## src/rtl/cam_sync_array.sv

```systemverilog
// rtl/cam_sync_array.sv - clocked binary CAM with alloc, invalidate, sequenced flush and 2-stage search
// Optional feature macro: CAM_TERNARY_EN (per-entry don't-care mask, adds wr_mask port)
module cam_sync_array #(
  parameter int WORD_SIZE   = 16,
  parameter int ROW_NUM     = 68,
  parameter int ENTRY_WIDTH = $clog2(ROW_NUM)
) (
  input  logic                   clk,
  input  logic                   rst_n,
  input  logic                   wr_en,
  input  logic [ENTRY_WIDTH-1:0] wr_addr,
  input  logic [WORD_SIZE-1:0]   wr_data,
`ifdef CAM_TERNARY_EN
  input  logic [WORD_SIZE-1:0]   wr_mask,
`endif
  input  logic                   alloc_en,
  output logic [ENTRY_WIDTH-1:0] alloc_addr,
  output logic                   full,
  input  logic                   inv_en,
  input  logic [ENTRY_WIDTH-1:0] inv_addr,
  input  logic                   flush,
  output logic                   busy,
  input  logic                   srch_en,
  input  logic [WORD_SIZE-1:0]   srch_data,
  output logic                   srch_vld,
  output logic                   srch_hit,
  output logic [ENTRY_WIDTH-1:0] srch_addr,
  output logic                   srch_multi
);

  typedef enum logic [0:0] {IDLE, FLUSH} state_t;

  localparam logic [ROW_NUM-1:0] MATCH_ONE = ROW_NUM'(1);

  state_t                 state_q, state_d;
  logic [ENTRY_WIDTH-1:0] flush_idx_q, flush_idx_d;
  logic [ROW_NUM-1:0]     valid_q, valid_d;
  logic [WORD_SIZE-1:0]   key_q [ROW_NUM];
  logic [WORD_SIZE-1:0]   key_d [ROW_NUM];
`ifdef CAM_TERNARY_EN
  logic [WORD_SIZE-1:0]   mask_q [ROW_NUM];
  logic [WORD_SIZE-1:0]   mask_d [ROW_NUM];
`endif

  logic                   s1_vld_q, s1_vld_d;
  logic [ROW_NUM-1:0]     s1_match_q, s1_match_d;
  logic                   srch_vld_q, srch_vld_d;
  logic                   srch_hit_q, srch_hit_d;
  logic [ENTRY_WIDTH-1:0] srch_addr_q, srch_addr_d;
  logic                   srch_multi_q, srch_multi_d;

  logic [ROW_NUM-1:0]     match;
  logic                   do_wr, do_alloc, do_inv;

  assign busy       = (state_q == FLUSH);
  assign full       = &valid_q;
  assign srch_vld   = srch_vld_q;
  assign srch_hit   = srch_hit_q;
  assign srch_addr  = srch_addr_q;
  assign srch_multi = srch_multi_q;

  // Lowest-index free slot; reads 0 when the array is full
  always_comb begin
    alloc_addr = '0;
    for (int i = ROW_NUM - 1; i >= 0; i--) begin
      if (!valid_q[i]) alloc_addr = ENTRY_WIDTH'(i);
    end
  end

  // Entry update and flush sequencer; write beats invalidate, wr_en beats alloc_en
  always_comb begin
    state_d     = state_q;
    flush_idx_d = flush_idx_q;
    valid_d     = valid_q;
    key_d       = key_q;
`ifdef CAM_TERNARY_EN
    mask_d      = mask_q;
`endif
    do_wr    = wr_en && !busy;
    do_alloc = alloc_en && !wr_en && !full && !busy;
    do_inv   = inv_en && !busy;

    case (state_q)
      IDLE: begin
        if (flush) begin
          state_d     = FLUSH;
          flush_idx_d = '0;
        end
      end
      FLUSH: begin
        if (flush_idx_q == ENTRY_WIDTH'(ROW_NUM - 1)) state_d = IDLE;
        else flush_idx_d = flush_idx_q + 1'b1;
      end
      default: state_d = IDLE;
    endcase

    for (int i = 0; i < ROW_NUM; i++) begin
      if (busy && flush_idx_q == ENTRY_WIDTH'(i)) begin
        valid_d[i] = 1'b0;
        key_d[i]   = '0;
`ifdef CAM_TERNARY_EN
        mask_d[i]  = '0;
`endif
      end
      if (do_inv && inv_addr == ENTRY_WIDTH'(i)) valid_d[i] = 1'b0;
      if ((do_alloc && alloc_addr == ENTRY_WIDTH'(i)) ||
          (do_wr && wr_addr == ENTRY_WIDTH'(i))) begin
        valid_d[i] = 1'b1;
        key_d[i]   = wr_data;
`ifdef CAM_TERNARY_EN
        mask_d[i]  = wr_mask;
`endif
      end
    end
  end

  // Match vector against current contents; same-cycle updates are not visible
  always_comb begin
    for (int i = 0; i < ROW_NUM; i++) begin
`ifdef CAM_TERNARY_EN
      match[i] = valid_q[i] && (((key_q[i] ^ srch_data) & ~mask_q[i]) == '0);
`else
      match[i] = valid_q[i] && (key_q[i] == srch_data);
`endif
    end
  end

  // Two-stage search pipe: register match vector, then priority encode; results hold when idle
  always_comb begin
    s1_vld_d     = srch_en && !busy;
    s1_match_d   = s1_vld_d ? match : s1_match_q;
    srch_vld_d   = s1_vld_q;
    srch_hit_d   = srch_hit_q;
    srch_addr_d  = srch_addr_q;
    srch_multi_d = srch_multi_q;
    if (s1_vld_q) begin
      srch_hit_d   = |s1_match_q;
      srch_multi_d = |(s1_match_q & (s1_match_q - MATCH_ONE));
      srch_addr_d  = '0;
      for (int i = ROW_NUM - 1; i >= 0; i--) begin
        if (s1_match_q[i]) srch_addr_d = ENTRY_WIDTH'(i);
      end
    end
  end

  // State registers with asynchronous clear
  always_ff @(posedge clk or negedge rst_n) begin
    if (!rst_n) begin
      state_q      <= IDLE;
      flush_idx_q  <= '0;
      valid_q      <= '0;
      for (int i = 0; i < ROW_NUM; i++) begin
        key_q[i]  <= '0;
`ifdef CAM_TERNARY_EN
        mask_q[i] <= '0;
`endif
      end
      s1_vld_q     <= 1'b0;
      s1_match_q   <= '0;
      srch_vld_q   <= 1'b0;
      srch_hit_q   <= 1'b0;
      srch_addr_q  <= '0;
      srch_multi_q <= 1'b0;
    end else begin
      state_q      <= state_d;
      flush_idx_q  <= flush_idx_d;
      valid_q      <= valid_d;
      key_q        <= key_d;
`ifdef CAM_TERNARY_EN
      mask_q       <= mask_d;
`endif
      s1_vld_q     <= s1_vld_d;
      s1_match_q   <= s1_match_d;
      srch_vld_q   <= srch_vld_d;
      srch_hit_q   <= srch_hit_d;
      srch_addr_q  <= srch_addr_d;
      srch_multi_q <= srch_multi_d;
    end
  end

endmodule

```

## config.mk

```make
export PLATFORM = sky130hd
export DESIGN_NAME = cam_sync_array
export DESIGN_NICKNAME = d
export VERILOG_FILES = /design/src/rtl/cam_sync_array.sv
export SDC_FILE = /design/constraint.sdc
export NUM_CORES = 2
export LEC_CHECK = 0
export ABC_CLOCK_PERIOD_IN_PS = 4000
export BUFFER_PORTS_ARGS = -buffer_cell sky130_fd_sc_hd__buf_2
export CAP_MARGIN = 20
export CORE_MARGIN = 5
export CORE_UTILIZATION = 41
export CTS_BUF_LIST = sky130_fd_sc_hd__clkbuf_16
export DETAILED_ROUTE_END_ITERATION = 16
export GPL_TIMING_DRIVEN = 0
export PLACE_DENSITY = 0.56
export REMOVE_ABC_BUFFERS = 1
export SLEW_MARGIN = 5
export SYNTH_ARGS = -nofsm -noshare
export SYNTH_HDL_FRONTEND = slang
export SYNTH_SLANG_ARGS = --single-unit
export TNS_END_PERCENT = 50
```

## constraint.sdc

```tcl
create_clock -name clk -period 4 [get_ports clk]
set_clock_uncertainty 0.2 [all_clocks]
set_input_delay 0.4 -clock clk [delete_from_list [all_inputs] [get_ports clk]]
set_output_delay 0.4 -clock clk [all_outputs]
set_load 0.03 [all_outputs]
```

==> results.toml <==
[run_status]
result_of_the_run = "completed"

[yosys]
synth.top_cells.by_area = "sky130_fd_sc_hd__dfrtp_1 47%, sky130_fd_sc_hd__mux2i_1 11%, sky130_fd_sc_hd__xnor2_1 8.1%, sky130_fd_sc_hd__nand2_1 7.9%, sky130_fd_sc_hd__xor2_1 6.2%"
synth.yosys.seq_area_share_pct = 46.6
most_used_flip_flop_cell_after_synthesis = "sky130_fd_sc_hd__dfrtp_1"
synthArstFlopShare_pct = 100
avgSynthCellArea_um2 = 9.85
synth-seq-cells = 1243
synth_enable_flop_cells = 0
synthCells = 6774
ys.warnings.count = 0
post-synth-top-area-fraction_pct = 46.6
yosys.cell_types.count = 100
synth_top_area_cell = "sky130_fd_sc_hd__dfrtp_1"
syn_area_um2 = 66700

[route]
drt_pre_antenna_iters = 6
detail_route.iter0.violations = 4783
drtAntennaViolNets = 0
drc_errors = 0
post_drt_wl_per_cell_um = 28.0
wl_met1_um = 109000
route.vias.total = 51677
wl_met2_um = 113000
avgViaCountPerCell = 5.79
highest_metal_layer_with_signal_wires = "met5"
detailroute.wirelength.met3_um = 18900
finalWirelength_um = 250000

[pwr]
total_power_w = 0.0472
power_density_nw_per_um2 = 626
p_leak_nw = 35.6
irDropWorstVdd_uv = 466

[layout]
mostFrequentLayoutCell = "sky130_fd_sc_hd__nand2_1"
sequential_cell_area_um2 = 31100
multiInputGateArea_um2 = 33700
finish.cell_count_without_fillers = 8931
num-fill-cells = 15348
finish.utilization_pct = 46.4
stdcell_area_um2 = 75300
layout_common_cells = "1398 x sky130_fd_sc_hd__nand2_1, 1241 x sky130_fd_sc_hd__dfrtp_1, 752 x sky130_fd_sc_hd__mux2i_1"
finish.net_count = 6697
area.growth.synth_to_final_pct = 13.0
drive_gt1_share_pct = 7.78

[clock_network]
cts_sinks = 1243
clock_root_buffer_master = "sky130_fd_sc_hd__clkbuf_16"
cts-root-to-sink-buffers = 3
cts-buffers-inserted = 142
tritoncts_clock_tree = "built"
htree_levels = 4
clk_pin_slew_ns = 0.06
insertion_delay_ns = 0.81

[timing]
timing_worst_slew_pin_value_ns = 1.08
setup-violations-final = 0
achievable-frequency_mhz = 250
final.period_utilization_pct = 99.9
rsz0062_at_grt = "true"
report.final.hold_viol_count = 0
hold_slack_ns = 0.0363
maxSlewViolCount = 0
max_slew_margin_pct = 27.6
layout_min_cycle_time_ns = 4.00

[die]
design.portCount = 72
floorplan.die.height_um = 413
placementRows = 148
fp.dieW_um = 413
core_footprint_um2 = 162000
initial_utilization_pct = 41.1
die-area_um2 = 171000

[min_path]
min_path_type = "primary input to async pin"

[grt]
vias_in_the_first_global_route = 50381
antenna_found_initial = 17
grt_util_overall_pct = 28.9
grt_first_pass_wirelength_um = 362000
grt_start_max_net_pins = 158
grt_remaining_overflow = 0

[critical_path]
cp_data_required_time_ns = 4.43
timing.setup.critical_path_class = "flip-flop to flip-flop"
startpoint_type = "flip-flop"
critPathArrivalTime_ns = 4.43
timing.reg2reg.worst_path_depth = 9
cp_max_fo = 14
timing.critical_path.to_type = "flip-flop"
reg2reg_setup_slack_ns = 0.002

[placed_design]
port-buffer-count = 71
hpwl_um = 156000
placed_cells_incl_taps = 8605
gpl.final_weighted_congestion = 0.974
placement.cell_area_um2 = 69900

[job]
drv.max_cap_violation_count = 0
## cells in the mapped netlist, drive strengths merged, types with 11 or more instances
library cell  number
nand2           1401
dfrtp           1243
mux2i            752
xnor2            617
xor2             474
o21ai            381
clkbuf           313
nand4            196
buf              184
nand3            167
nor4             147
nand2b           143
nor2             126
nor3             103
a21oi             73
a22o              63
inv               57
o211ai            39
o22ai             21
a31oi             17
o31ai             17
and3              16
nor2b             16
o32ai             16
or3               16
a31o              14
o41ai             14
and2              12
or4               12
and4              11
## flip-flops by register name, summed over array words and instances, names as in the netlist
| register | flops |
|---|---|
| srch_hit | 1 |
| srch_addr | 7 |
| valid_q | 68 |
| srch_multi | 1 |
| flush_idx_q | 7 |
| busy | 1 |
| key_q | 1088 |
| srch_vld | 1 |
| s1_match_q | 68 |
| s1_vld_q | 1 |
## stage by stage
step / setup slack, ns / TNS (ns)
after global routing: -0.0452 / -0.0743
after detailed placement: -1.15 / -453.28
after global placement: -26.40 / -
after CTS: -0.0635 / -0.137
final: 0.00204 / 0
after floorplan: -0.426 / -47.89
## logic make-up after synthesis
logic type,count (synthesis),synth area share [%]
multiplexers,754,11.3
AND/OR/NAND/NOR,2395,16.5
adder cells (fa/ha/maj),5,0.0900
flip-flops,1243,46.6
XOR/XNOR,1091,14.3
AO/OA/AOI/OAI,730,7.35
buffers and inverters,556,3.74
## report_power, final
part / leakage [nW] / internal [W] / switching, W
Clock: 2.24 / 0.00685 / 0.00564
Combinational: 19.0 / 0.00616 / 0.00723
Sequential: 14.3 / 0.0176 / 0.00369
Total: 35.6 / 0.0306 / 0.0166
## worst paths after layout
path | from | endpoint
hold / removal | rst_n | key_q[45]$_DFFE_PN0P_
hold reg to reg | key_q[680]$_DFFE_PN0P_ | key_q[680]$_DFFE_PN0P_
max in group asynchronous | rst_n | key_q[344]$_DFFE_PN0P_
setup / recovery | valid_q[51]$_DFFE_PN0P_ | key_q[988]$_DFFE_PN0P_
setup reg to reg | valid_q[51]$_DFFE_PN0P_ | key_q[988]$_DFFE_PN0P_
min in group clk | srch_data[15] | s1_match_q[61]$_DFFE_PN0P_
## worst max-delay path, stage by stage, from the launching register on
cell,delay [ns]
sky130_fd_sc_hd__dfrtp_1,0.58
sky130_fd_sc_hd__and3_1,0.23
sky130_fd_sc_hd__o2111ai_1,0.14
sky130_fd_sc_hd__a211oi_1,0.41
sky130_fd_sc_hd__nor3_1,0.18
sky130_fd_sc_hd__o221ai_1,0.60
sky130_fd_sc_hd__nand2_2,0.47
sky130_fd_sc_hd__o32a_1,0.63
sky130_fd_sc_hd__buf_8,0.25
sky130_fd_sc_hd__mux2i_1,0.13
## routing by layer
layer,vias to the layer above,track usage (%)
met4,10,9.10
met3,468,5.38
li1,22773,-
met5,-,0
met1,26370,40.6
met2,2056,45.3
## repair_timing
action	4_1_cts	5_1_grt
buffers inserted	17	15
hold buffers	33	0
gates cloned	0	1
endpoints found under the setup margin	909	357
endpoints found under the hold margin	667	0
pin swaps	17	7
resized for setup	21	16
## area by class of cell
cell class / count / area share (%)
clock inverters: 107 / 1.01
clock buffers: 144 / 4.78
multi-input cells: 4976 / 44.8
repair buffers: 218 / 4.13
well taps: 2175 / 3.61
flip-flops and latches: 1243 / 41.3
diodes: 9 / 0.0299
inverters: 59 / 0.367
No activity file was read; power rests on OpenSTA's default activity.
